**src/rtl/exc_request_ctrl.sv**
```systemverilog
// Exception/interrupt requester for CP0: decodes trap events and latches interrupt edges.
// It arbitrates these requests and sequences the CP0 entry/return strobes, the fetch redirect and the pipeline flush.
module exc_request_ctrl #(
    parameter int unsigned INT_W      = 4,
    parameter int unsigned FLUSH_CYC  = 2,
    parameter logic [31:0] EXC_VECTOR = 32'h00400004
) (
    input  logic             clock_in,
    input  logic             reset,
    input  logic             ins_syscall,
    input  logic             ins_break,
    input  logic             ins_teq,
    input  logic             teq_equal,
    input  logic             ins_eret,
    input  logic [INT_W-1:0] int_req,
    input  logic [31:0]      status,
    input  logic [31:0]      pc_cur,
    output logic [1:0]       exc_signal,
    output logic [3:0]       cause,
    output logic [31:0]      exc_pc,
    output logic [31:0]      redirect_pc,
    output logic             redirect,
    output logic             pipe_flush,
    output logic             in_handler,
    output logic [INT_W-1:0] int_ack,
    output logic [7:0]       dropped_cnt
);

    typedef enum logic [2:0] {IDLE, RAISE, FLUSH, HANDLER, RETURN} state_t;

    state_t           state_q, state_n;
    logic [3:0]       flush_cnt_q;
    logic [INT_W-1:0] pending_q, int_req_q, int_rise, int_onehot, ack_n;
    logic             sys_qual, brk_qual, teq_qual, int_qual, trap_qual, int_win, take;
    logic [3:0]       code_n;
    logic [1:0]       exc_signal_n;
    logic [31:0]      redirect_pc_n;
    logic             redirect_n, pipe_flush_n, in_handler_n;
    logic             unused_status;

    assign unused_status = ^status[31:5];

    assign sys_qual   = ins_syscall & status[0] & status[1];
    assign brk_qual   = ins_break & status[0] & status[2];
    assign teq_qual   = ins_teq & teq_equal & status[0] & status[3];
    assign int_qual   = (|pending_q) & status[0] & status[4];
    assign trap_qual  = sys_qual | brk_qual | teq_qual;
    assign int_win    = int_qual & ~trap_qual;
    assign take       = (state_q == IDLE) & (trap_qual | int_qual);
    assign int_rise   = int_req & ~int_req_q;
    // Isolate the lowest set pending bit.
    assign int_onehot = pending_q & (~pending_q + INT_W'(1));
    assign ack_n      = (take && int_win) ? int_onehot : '0;

    always_comb begin
        code_n = 4'd0;
        if (sys_qual)      code_n = 4'd8;
        else if (brk_qual) code_n = 4'd9;
        else if (teq_qual) code_n = 4'd13;
    end

    always_ff @(posedge clock_in) begin
        if (reset) begin
            state_q <= IDLE;
        end else begin
            state_q <= state_n;
        end
    end

    always_comb begin
        state_n = state_q;
        case (state_q)
            IDLE:    if (take) state_n = RAISE;
            RAISE:   state_n = (FLUSH_CYC > 1) ? FLUSH : HANDLER;
            FLUSH:   if (flush_cnt_q == 4'(FLUSH_CYC - 1)) state_n = HANDLER;
            HANDLER: if (ins_eret) state_n = RETURN;
            RETURN:  state_n = IDLE;
            default: state_n = IDLE;
        endcase
    end

    // Outputs are decoded from the next state and registered, so they line up with state_q.
    always_comb begin
        exc_signal_n  = 2'b00;
        redirect_n    = 1'b0;
        redirect_pc_n = 32'h0;
        pipe_flush_n  = 1'b0;
        in_handler_n  = 1'b0;
        case (state_n)
            RAISE: begin
                exc_signal_n  = 2'b10;
                redirect_n    = 1'b1;
                redirect_pc_n = EXC_VECTOR;
                pipe_flush_n  = 1'b1;
                in_handler_n  = 1'b1;
            end
            FLUSH: begin
                pipe_flush_n = 1'b1;
                in_handler_n = 1'b1;
            end
            HANDLER: in_handler_n = 1'b1;
            RETURN: begin
                exc_signal_n  = 2'b01;
                redirect_n    = 1'b1;
                redirect_pc_n = exc_pc;
                pipe_flush_n  = 1'b1;
            end
            default: ;
        endcase
    end

    always_ff @(posedge clock_in) begin
        if (reset) begin
            flush_cnt_q <= 4'd1;
            pending_q   <= '0;
            int_req_q   <= '0;
            exc_signal  <= 2'b00;
            cause       <= 4'd0;
            exc_pc      <= 32'h0;
            redirect_pc <= 32'h0;
            redirect    <= 1'b0;
            pipe_flush  <= 1'b0;
            in_handler  <= 1'b0;
            int_ack     <= '0;
            dropped_cnt <= 8'd0;
        end else begin
            flush_cnt_q <= (state_q == FLUSH) ? flush_cnt_q + 4'd1 : 4'd1;
            int_req_q   <= int_req;
            pending_q   <= (pending_q & ~ack_n) | int_rise;
            exc_signal  <= exc_signal_n;
            redirect    <= redirect_n;
            redirect_pc <= redirect_pc_n;
            pipe_flush  <= pipe_flush_n;
            in_handler  <= in_handler_n;
            int_ack     <= ack_n;
            if (take) begin
                cause  <= code_n;
                exc_pc <= pc_cur;
            end
            if (state_q == HANDLER && trap_qual && dropped_cnt != 8'd255)
                dropped_cnt <= dropped_cnt + 8'd1;
        end
    end

endmodule

```
**config.mk**
```make
export PLATFORM = sky130hd
export DESIGN_NAME = exc_request_ctrl
export DESIGN_NICKNAME = d
export VERILOG_FILES = /design/src/rtl/exc_request_ctrl.sv
export SDC_FILE = /design/constraint.sdc
export NUM_CORES = 1
export LEC_CHECK = 0
export ABC_AREA = 1
export BUFFER_PORTS_ARGS = -buffer_cell sky130_fd_sc_hd__buf_4
export CAP_MARGIN = 20
export CORE_ASPECT_RATIO = 1.2
export CORE_MARGIN = 2
export CORE_UTILIZATION = 43
export DETAILED_ROUTE_END_ITERATION = 10
export HOLD_SLACK_MARGIN = 0.03
export PLACE_DENSITY = 0.84
export SYNTH_ARGS = -nofsm -noshare
export SYNTH_HDL_FRONTEND = slang
export SYNTH_SLANG_ARGS = --single-unit
export TNS_END_PERCENT = 100
```
**constraint.sdc**
```tcl
create_clock -name clock_in -period 1.45 [get_ports clock_in]
set_input_delay 0.145 -clock clock_in [delete_from_list [all_inputs] [get_ports clock_in]]
set_output_delay 0.145 -clock clock_in [all_outputs]
set_load 0.02 [all_outputs]
```
==> results.json <==
{
  "numCtsBuffers": 9,
  "synth_ff_type": "dfxtp_1",
  "post_cts_buffers": 0,
  "slew_viol_final": 0,
  "r2r_slack_ns": 0.04,
  "regToRegEndpoint": "exc_pc[11]$_SDFFE_PP0P_",
  "ys_top_cells_by_area": "dfxtp_1, nand2_1, nor2_1",
  "synth-seq-cells": 99,
  "cts_tree": "yes",
  "grt_max_degree": 37,
  "grt.overflow.total": 0,
  "routed_wl_um": 8600,
  "rows": 37,
  "synthesis.area_um2": 3770,
  "ys_seq_area_frac": 0.526,
  "finalClockSkew_ns": 0.0111,
  "hold_path_class": "in -> reg",
  "setup_viol": 0,
  "layout.nets": 740,
  "viasPerCell": 4.42,
  "crit_path_end_kind": "register",
  "rsz0062_at_grt": "true",
  "vias": 3461,
  "die_height_um": 107,
  "hold_viol": 0,
  "min_path_cells": 5,
  "ant_nets": 0,
  "worst-setup-path-type": "reg -> reg",
  "arrival_ns": 1.66,
  "grt_first_pass_wirelength_um": 13500,
  "synth-edff-count": 0,
  "first_iter_violations": 93,
  "die_w_um": 89.4,
  "ios": 160,
  "synth_top_area_cell": "dfxtp_1",
  "nFillCells": 725,
  "cts_root_buffer": "clkbuf_8",
  "track_usage": 0.180,
  "synth_top_area_share": 0.526,
  "cp.required_ns": 1.70,
  "dr.pass1.iters": 4,
  "status": "finished, final reports clean",
  "cts.sinks": 99,
  "syn_area_per_cell_um2": 7.24,
  "core_area_um2": 8560,
  "htree_num_levels": 3,
  "crit_fanout": 36,
  "drive_above_1_share": 0.263,
  "power_leakage_nw": 2.64,
  "fin_area_um2": 5140,
  "powerDensity_nw_per_um2": 1160,
  "wl_per_cell_um": 11.0,
  "cts_buffer_depth": 2,
  "place_ws_ns": 0.0115,
  "hold_path_end": "exc_pc[27]$_SDFFE_PP0P_",
  "ys_types": 27,
  "initial_core_util": 0.440,
  "max-cap-violations": 0,
  "synthCells": 520,
  "grt_pass1_vias": 3196,
  "max_freq_ghz": 0.708,
  "dieArea_um2": 9530,
  "reg2reg_from": "state_q[1]$_SDFF_PP0_",
  "clk-insertion-delay-late_ns": 0.36,
  "min-delay-start": "pc_cur[27]",
  "num_antenna_cells": 0,
  "dp_hpwl_um": 6430,
  "fin_ws_ns": 0.0383,
  "portBuffers": 131,
  "start_kind": "register",
  "path_clk_slew_ns": 0.09,
  "irDropWorstVdd_mv": 0.531,
  "postSynth.asyncResetShare": 0,
  "place_inst": 764,
  "layout_min_cycle_time_ns": 1.41,
  "p_total_mw": 5.97,
  "syn2layout_area_growth_pct": 36.5,
  "reg2reg_depth": 9,
  "place_congestion": 0.825,
  "yosys_warnings": 0,
  "fin_util": 0.600,
  "syn-num-nets": 598,
  "dpl-instance-area_um2": 4920,
  "min_period_over_period": 0.974,
  "fin_cells": 783,
  "antenna_found_initial": 0,
  "drc": 0
}
power breakdown:
group	internal [mW]	switching, mW
sequential	2.93	0.146
clock	0.624	0.936
combinational	0.559	0.769
registers in the layout, summed over array words and instances (netlist names):
signal,count
cause,3
dropped_cnt,8
exc_pc,32
exc_signal,2
flush_cnt_q,4
in_handler,1
int_ack,4
int_req_q,4
pending_q,4
pipe_flush,1
redirect,1
redirect_pc,32
state_q,3
layer usage:
layer	GRT usage	share of wire	up-vias
li1	-	-	1800
met1	0.193	0.42	1526
met2	0.329	0.50	118
met3	0.0443	0.068	17
met4	0.0714	0.021	0
met5	0	0	-
critical path, cell delays in order (launching register included):
cell and delay [ns]:
dfxtp_1 0.33, inv_2 0.05, nand2_1 0.10, nor2_4 0.15, nand3_2 0.13, nand2_2 0.15
buf_12 0.20, nand2_1 0.07, nand2_1 0.07, nor2_1 0.04
cell usage in the layout (no fill, tap or decap), types with 2 or more instances in the layout:
master and count:
buf_12 3, clkbuf_8 9, dfxtp_1 97, inv_1 90, or2_2 2, nor3_1 4, dlygate4sd3_1 4, buf_4 142
ha_1 3, a21oi_1 13, clkinv_4 2, nand2_1 126, inv_2 3, nand3_1 19, nor2_4 3, dfxtp_2 2
nor2_1 123, nand3_2 2, nand2_2 2, nand4_1 5
how the worst max path moves through the flow:
stage / from / endpoint / cells past startpoint
6_report: state_q[1]$_SDFF_PP0_ / exc_pc[11]$_SDFFE_PP0P_ / 9
5_1_grt: state_q[0]$_SDFF_PP0_ / redirect_pc[22]$_SDFF_PP0_ / 8
4_1_cts: state_q[0]$_SDFF_PP0_ / redirect_pc[22]$_SDFF_PP0_ / 5
3_5_place_dp: state_q[0]$_SDFF_PP0_ / dropped_cnt[7]$_SDFFE_PP0P_ / 6
3_3_place_gp: state_q[0]$_SDFF_PP0_ / dropped_cnt[6]$_SDFFE_PP0P_ / 8
2_1_floorplan: dropped_cnt[0]$_SDFFE_PP0P_ / dropped_cnt[0]$_SDFFE_PP0P_ / 7
synthesized netlist by cell type, types with 2 or more instances:
cell type,n
a21oi_1,13
nand4_1,5
nand2_2,2
or2_2,2
buf_2,4
buf_6,6
nor2_1,124
dfxtp_1,99
clkbuf_1,6
inv_1,90
nor3_1,4
buf_4,2
nand2_1,126
nand3_1,20
inv_2,3
ha_1,3
area by class of cell:
class                           instances  area (um2)  share of cell area
Timing Repair Buffer                  149        1170               0.227
Clock inverter                          5        38.8             0.00754
Multi-Input combinational cell        309        1330               0.258
Tap cell                              117         146              0.0285
Clock buffer                           10         128              0.0248
Sequential cell                        99        1980               0.386
Inverter                               94         353              0.0686
logic make-up after synthesis:
family	count (synthesis)	synth area share
and+or+nand+nor	288	0.311
AOI/OAI and AO/OA	15	0.0206
adders and majority gates	3	0.00996
DFF	99	0.526
other	1	0.000995
xor gates and xnor gates	2	0.00465
buffers and inverters	112	0.127
stage by stage:
stage	TNS (ns)	hold slack, ns
after floorplan	0	0.229
after global placement	0	0.357
after detailed placement	0	0.367
after CTS	0	0.0565
after global routing	-1.30	0.0804
final	0	0.0667
what timing repair did:
action,in CTS,in global routing
hold buffers,4,0
hold endpoints to repair,4,0
setup endpoints to repair,1,61
gates resized for setup,1,3
(Power assumes the default switching activity.)
